$ cat config.mk
export PLATFORM = sky130hd
export DESIGN_NAME = exe_stage
export DESIGN_NICKNAME = d
export VERILOG_FILES = /design/src/rtl/exe_stage.sv
export SDC_FILE = /design/constraint.sdc
export NUM_CORES = 1
export LEC_CHECK = 0
export ABC_CLOCK_PERIOD_IN_PS = 11920
export BUFFER_PORTS_ARGS = -buffer_cell sky130_fd_sc_hd__clkbuf_2
export CAP_MARGIN = 20
export CORE_MARGIN = 2
export CORE_UTILIZATION = 26
export DETAILED_ROUTE_END_ITERATION = 6
export GPL_TIMING_DRIVEN = 0
export SLEW_MARGIN = 30
export SYNTH_ARGS = -nofsm -noshare
export SYNTH_HDL_FRONTEND = slang
export SYNTH_SLANG_ARGS = --single-unit
$ cat constraint.sdc
create_clock -name clk -period 11.92 [get_ports clk]
set_input_delay 2.384 -clock clk [delete_from_list [all_inputs] [get_ports clk]]
set_output_delay 2.384 -clock clk [all_outputs]
set_load 0.005 [all_outputs]
$ cat src/rtl/exe_stage.sv
// Execute stage: combinational ALU plus a 32-step iterative multiply/divide unit
// with HI/LO registers, raising exe_stall when a dependent op meets a busy unit.
module exe_stage #(
  parameter int MD_CYCLES = 32
) (
  input  logic        clk,
  input  logic        clrn,
  input  logic [31:0] ea,
  input  logic [31:0] eb,
  input  logic [31:0] eimm,
  input  logic [3:0]  ealuc,
  input  logic        ealuimm,
  input  logic        eshift,
  input  logic [2:0]  emdop,
  input  logic [4:0]  ern,
  input  logic        ewreg,
  input  logic        em2reg,
  input  logic        ewmem,
  output logic [31:0] exe_alu,
  output logic [31:0] exe_b,
  output logic [4:0]  exe_rn,
  output logic        exe_z,
  output logic        exe_wreg,
  output logic        exe_m2reg,
  output logic        exe_wmem,
  output logic        exe_stall,
  output logic        exe_busy
);

  typedef enum logic [1:0] {IDLE, BUSY, DONE} md_state_t;

  localparam logic [4:0] LAST_STEP = 5'(MD_CYCLES - 1);

  localparam logic [2:0] MD_MULT  = 3'd1;
  localparam logic [2:0] MD_MULTU = 3'd2;
  localparam logic [2:0] MD_DIV   = 3'd3;
  localparam logic [2:0] MD_DIVU  = 3'd4;
  localparam logic [2:0] MD_MFHI  = 3'd5;
  localparam logic [2:0] MD_MFLO  = 3'd6;

  md_state_t   state_reg, state_next;
  logic [4:0]  count_reg, count_next;
  logic [63:0] prod_reg, prod_next;     // mult: {partial, multiplier}; div: {remainder, quotient}
  logic [31:0] mcand_reg, mcand_next;   // multiplicand or divisor magnitude
  logic        div_reg, div_next;
  logic        neg_lo_reg, neg_lo_next;
  logic        neg_hi_reg, neg_hi_next;
  logic        dz_reg, dz_next;
  logic [31:0] hi_reg, hi_next;
  logic [31:0] lo_reg, lo_next;

  // ALU
  logic [31:0] alu_a, alu_b, alu_result;

  always_comb begin
    alu_a = eshift ? {27'b0, eimm[10:6]} : ea;
    alu_b = ealuimm ? eimm : eb;
    case (ealuc)
      4'd0:    alu_result = alu_a + alu_b;
      4'd1:    alu_result = alu_a - alu_b;
      4'd2:    alu_result = alu_a & alu_b;
      4'd3:    alu_result = alu_a | alu_b;
      4'd4:    alu_result = alu_a ^ alu_b;
      4'd5:    alu_result = ~(alu_a | alu_b);
      4'd6:    alu_result = {alu_b[15:0], 16'b0};
      4'd7:    alu_result = {31'b0, $signed(alu_a) < $signed(alu_b)};
      4'd8:    alu_result = {31'b0, alu_a < alu_b};
      4'd9:    alu_result = alu_b << alu_a[4:0];
      4'd10:   alu_result = alu_b >> alu_a[4:0];
      4'd11:   alu_result = $signed(alu_b) >>> alu_a[4:0];
      default: alu_result = 32'b0;
    endcase
  end

  // Issue decode
  logic is_md, md_signed, md_div, md_start;
  logic [31:0] mag_a, mag_b;

  assign is_md     = (emdop == MD_MULT) || (emdop == MD_MULTU) ||
                     (emdop == MD_DIV)  || (emdop == MD_DIVU);
  assign md_signed = (emdop == MD_MULT) || (emdop == MD_DIV);
  assign md_div    = (emdop == MD_DIV)  || (emdop == MD_DIVU);
  assign mag_a     = (md_signed && ea[31]) ? -ea : ea;
  assign mag_b     = (md_signed && eb[31]) ? -eb : eb;

  assign exe_busy  = (state_reg != IDLE);
  assign exe_stall = exe_busy && (emdop != 3'd0);
  assign md_start  = (state_reg == IDLE) && is_md && !exe_stall;

  // One iteration: shift-add for multiply, restoring shift-subtract for divide
  logic [32:0] mul_sum;
  logic [63:0] mul_step;
  logic [32:0] div_shift, div_diff;
  logic [63:0] div_step;

  always_comb begin
    mul_sum   = {1'b0, prod_reg[63:32]} + {1'b0, (prod_reg[0] ? mcand_reg : 32'b0)};
    mul_step  = {mul_sum, prod_reg[31:1]};
    div_shift = {prod_reg[63:32], prod_reg[31]};
    div_diff  = div_shift - {1'b0, mcand_reg};
    if (div_diff[32])
      div_step = {div_shift[31:0], prod_reg[30:0], 1'b0};
    else
      div_step = {div_diff[31:0], prod_reg[30:0], 1'b1};
  end

  // Sign correction of the raw magnitude result
  logic [63:0] prod_fixed;
  logic [31:0] quo_fixed, rem_fixed;

  always_comb begin
    prod_fixed = neg_lo_reg ? -prod_reg : prod_reg;
    quo_fixed  = dz_reg ? 32'hFFFF_FFFF : (neg_lo_reg ? -prod_reg[31:0] : prod_reg[31:0]);
    rem_fixed  = neg_hi_reg ? -prod_reg[63:32] : prod_reg[63:32];
  end

  always_comb begin
    state_next  = state_reg;
    count_next  = count_reg;
    prod_next   = prod_reg;
    mcand_next  = mcand_reg;
    div_next    = div_reg;
    neg_lo_next = neg_lo_reg;
    neg_hi_next = neg_hi_reg;
    dz_next     = dz_reg;
    hi_next     = hi_reg;
    lo_next     = lo_reg;
    case (state_reg)
      IDLE: begin
        if (md_start) begin
          state_next  = BUSY;
          count_next  = 5'd0;
          div_next    = md_div;
          neg_lo_next = md_signed && (ea[31] ^ eb[31]);
          neg_hi_next = md_signed && ea[31];
          dz_next     = (eb == 32'b0);
          if (md_div) begin
            prod_next  = {32'b0, mag_a};
            mcand_next = mag_b;
          end else begin
            prod_next  = {32'b0, mag_b};
            mcand_next = mag_a;
          end
        end
      end
      BUSY: begin
        prod_next  = div_reg ? div_step : mul_step;
        count_next = count_reg + 5'd1;
        if (count_reg == LAST_STEP)
          state_next = DONE;
      end
      DONE: begin
        state_next = IDLE;
        count_next = 5'd0;
        if (div_reg) begin
          hi_next = rem_fixed;
          lo_next = quo_fixed;
        end else begin
          hi_next = prod_fixed[63:32];
          lo_next = prod_fixed[31:0];
        end
      end
      default: state_next = IDLE;
    endcase
  end

  always_ff @(posedge clk or negedge clrn) begin
    if (!clrn) begin
      state_reg  <= IDLE;
      count_reg  <= 5'd0;
      prod_reg   <= 64'b0;
      mcand_reg  <= 32'b0;
      div_reg    <= 1'b0;
      neg_lo_reg <= 1'b0;
      neg_hi_reg <= 1'b0;
      dz_reg     <= 1'b0;
      hi_reg     <= 32'b0;
      lo_reg     <= 32'b0;
    end else begin
      state_reg  <= state_next;
      count_reg  <= count_next;
      prod_reg   <= prod_next;
      mcand_reg  <= mcand_next;
      div_reg    <= div_next;
      neg_lo_reg <= neg_lo_next;
      neg_hi_reg <= neg_hi_next;
      dz_reg     <= dz_next;
      hi_reg     <= hi_next;
      lo_reg     <= lo_next;
    end
  end

  // Result and control out to exe_mem; a stall squashes the instruction into a bubble
  always_comb begin
    if (emdop == MD_MFHI)
      exe_alu = hi_reg;
    else if (emdop == MD_MFLO)
      exe_alu = lo_reg;
    else
      exe_alu = alu_result;
  end

  assign exe_z     = (exe_alu == 32'b0);
  assign exe_b     = eb;
  assign exe_rn    = ern;
  assign exe_wreg  = ewreg  && !exe_stall && !is_md;
  assign exe_wmem  = ewmem  && !exe_stall && !is_md;
  assign exe_m2reg = em2reg && !exe_stall;

endmodule

==> impl_metrics.py <==
metrics = {
    "run_status": {
        "status": "complete, but fails checks",
        "violations": "DRC",
    },
    "synth": {
        "ys_seq_area_share_pct": 16.49,
        "yosys_most_used_dff": "dfrtp_1",
        "synthArstFlopShare_pct": 100.0,
        "syn-instance-count": 3634,
        "synth_edf_count": 0,
        "yosysUniqueCellTypes": 97,
        "synth_area_sq_mm": 0.02595,
        "avgSynthCellArea_sq_um": 7.141,
        "ys.warnings.count": 0,
        "ys_seq_elements": 171,
        "synth_nets": 3934,
    },
    "timing": {
        "finClkSkew_ps": 13.31,
        "fin_crit_ps": 11800,
        "hold_viol": 0,
        "min_period_over_period_pct": 99.03,
        "maxSlewHeadroom_pct": 23.39,
        "rsz0062_at_grt": "false",
        "fin_tns_setup_ps": 0,
        "tightest_slew_ps": 1137,
        "setup_viol": 0,
        "hold_ws_ps": 484.4,
        "max_freq_mhz": 84.72,
        "final_max_slew_viol_count": 0,
    },
    "critical_path": {
        "crit_fanout": 10,
        "reg2reg_to": "prod_reg[44]",
        "crit_slowest_cell": "mux2i_1",
        "critPathKind": "in -> out",
        "crit_path_frequent_cell": "clkbuf_2",
        "reg2reg_depth": 17,
        "cp.required_ps": 9540,
        "crit_buf_inv": 8,
        "arrival_ps": 9420,
        "crit_family": "buffers and inverters",
        "slowest_delay_ps": 560,
        "startpoint_type": "input pin",
        "cp_cell_sequence": "clkbuf_2 -> buf_2 -> mux2i_1 -> clkbuf_2 -> clkbuf_1 -> clkbuf_2 -> ha_1 -> clkbuf_1 -> inv_1 -> o31ai_1 -> nand2_1 -> a211oi_1 -> nor3_1 -> o21ai_1 -> a31oi_1 -> a2111oi_0 -> nand4b_1 -> nor4_4 -> nand4b_1 -> nor3_2 -> clkbuf_2",
        "cp-end-kind": "output pin",
        "r2r-start": "prod_reg[31]",
        "r2r_slack_ps": 6360,
    },
    "hold_path": {
        "hold_class": "reg -> reg",
        "hold_end": "mcand_reg[11]",
        "holdCritStartpoint": "mcand_reg[11]",
        "min_path_cells": 2,
    },
    "routing": {
        "drt_iter0_drc": 3821,
        "via_count": 31047,
        "routed_wl_um": 171400,
        "postRouteAntennaNets": 0,
        "vias_per_cell": 6.023,
        "drtPass1Iterations": 7,
        "wl_per_cell_um": 33.26,
        "detail_route.drc_violations": 8,
    },
    "global_routing": {
        "grt_usage_pct": 32.43,
        "antenna_found_initial": 12,
        "grt_max_degree": 72,
        "grt_pass1_wl_um": 235000,
        "first_global_vias": 29265,
        "gr-total-overflow": 0,
    },
    "floorplanning": {
        "die_area_sq_mm": 0.1024,
        "boundaryPins": 190,
        "die_x_um": 319.9,
        "core_area_sq_mm": 0.09871,
        "num_rows": 115,
        "die_h_um": 319.9,
        "initial_core_util_pct": 26.29,
    },
    "layout": {
        "final_common_cell": "nor2_1",
        "nFillCells": 11017,
        "seq_area_sq_mm": 0.004279,
        "fin_nets": 4146,
        "area_growth_pct": 13.64,
        "multiInputGateArea_sq_mm": 0.02002,
        "largest_register_ff_count": 64,
        "drive_gt1_share_pct": 10.70,
        "finalInstanceArea_sq_mm": 0.02949,
        "final_cell_mix": "397 x nor2_1, 353 x nand2_1, 326 x a21oi_1",
    },
    "placed_design": {
        "place_hpwl_um": 141600,
        "gp_congestion": 1.074,
        "dpl_cell_area_sq_mm": 0.02881,
        "io_buffers": 180,
    },
    "clock_tree": {
        "cts_tree": "yes",
        "cts_buffers": 17,
        "clk-insertion-delay-late_ps": 460,
        "clock-root-buffer": "clkbuf_16",
        "cts_sinks": 171,
        "clockBufferDepth": 2,
        "cts_max_level": 4,
        "clk_pin_slew_ps": 70,
        "cts_hold_buf": 0,
    },
    "flow_run": {
        "cap_violations": 0,
    },
    "power_and_ir_drop": {
        "irDropWorstVdd_v": 0.0001674,
        "power.density_mw_per_mm2": 195.7,
        "power.total_mw": 5.772,
        "leakage_nw": 12.17,
    },
}
-- worst max path at each step --
stage	startpoint	end	slack [ps]	cells past startpoint
final	eshift	exe_z	120	21
after global routing	eshift	exe_z	50	21
after CTS	eshift	exe_z	60	21
after detailed placement	eshift	exe_z	-530	21
after global placement	eshift	exe_z	-1700	19
after floorplan	eshift	exe_z	2420	19
-- final cells by class --
class                   instances  share of cell area [%]
inverters                     166                   2.113
multi-input cells            3017                   67.89
clock buffers                  18                   1.455
repair buffers                196                   3.611
diodes                          9                 0.07637
well taps                    1287                   5.460
plain buffers                 277                   4.345
clock inverters                14                  0.5431
flip-flops and latches        171                   14.51
-- what timing repair did --
action | in CTS | in global routing
gates resized for setup | 8 | 5
hold endpoints to repair | 0 | 0
buffers inserted | 0 | 1
endpoints found under the setup margin | 4 | 3
-- worst reg2reg max path, delay by kind of cell (launching register included) --
kind | cells | cell delay [ps]
muxes | 1 | 270
DFF | 1 | 430
buffers and inverters | 4 | 1140
AOI/OAI and AO/OA | 9 | 2520
xor gates and xnor gates | 1 | 410
adders and majority gates | 2 | 640
-- power breakdown --
| group | leakage, nW | switching, mW | internal, mW |
|---|---|---|---|
| combinational | 9.77 | 2.61 | 1.48 |
| clock | 0.286 | 0.269 | 0.314 |
| sequential | 2.11 | 0.320 | 0.778 |
| total | 12.2 | 3.20 | 2.57 |
-- kinds of logic (layout without fill, tap and decap cells) --
| group | Yosys count | in the layout | share of synthesized area, % |
|---|---|---|---|
| AO/OA/AOI/OAI | 1217 | 1217 | 30.05 |
| buffers and inverters | 446 | 671 | 7.353 |
| adder cells (fa/ha/maj) | 185 | 185 | 9.035 |
| XOR/XNOR | 184 | 184 | 6.210 |
| multiplexers | 220 | 220 | 9.021 |
| flip-flops | 171 | 171 | 16.49 |
| AND/OR/NAND/NOR | 1211 | 1211 | 21.84 |
| other | 0 | 9 | 0 |
-- Yosys cell counts (all sizes together), types with 25 or more instances --
library cell	count	area share, %
a21oi	327	6.3
nand2b	37	0.89
buf	97	2.3
a22oi	44	1.3
nor3	82	1.6
nor2	400	5.8
o22ai	41	0.99
a221oi	25	0.84
clkbuf	183	2.7
inv	164	2.4
a211oi	48	1.4
nand3	64	1.2
dfrtp	171	16
o31ai	36	1.0
nand2	353	5.1
nor2b	58	1.4
a21o	46	1.3
ha	181	8.7
o211ai	30	0.87
xnor2	101	3.4
o21ai	312	6.0
nor4	44	1.1
mux2i	199	7.9
a31oi	57	1.5
or3	37	0.89
xor2	83	2.8
-- metrics by stage --
stage | cells | setup WS, ps | utilization (%)
after floorplan | 3634 | 2418 | -
after global placement | 5101 | -1701 | 28.84
after detailed placement | 5116 | -533.2 | 29.19
after CTS | 5146 | 62.25 | 29.81
after global routing | 5147 | 49.55 | 29.86
final | 5155 | 116.2 | 29.88
-- layer usage --
| layer | vias up | GRT usage (%) | part of all wire, % |
|---|---|---|---|
| met5 | - | 0 | 0.031 |
| met4 | 8 | 20.50 | 7.7 |
| met3 | 372 | 5.180 | 8.0 |
| met2 | 1690 | 51.28 | 44 |
| met1 | 15253 | 41.10 | 41 |
| li1 | 13724 | - | - |
Power figures use the tool's default switching activity.
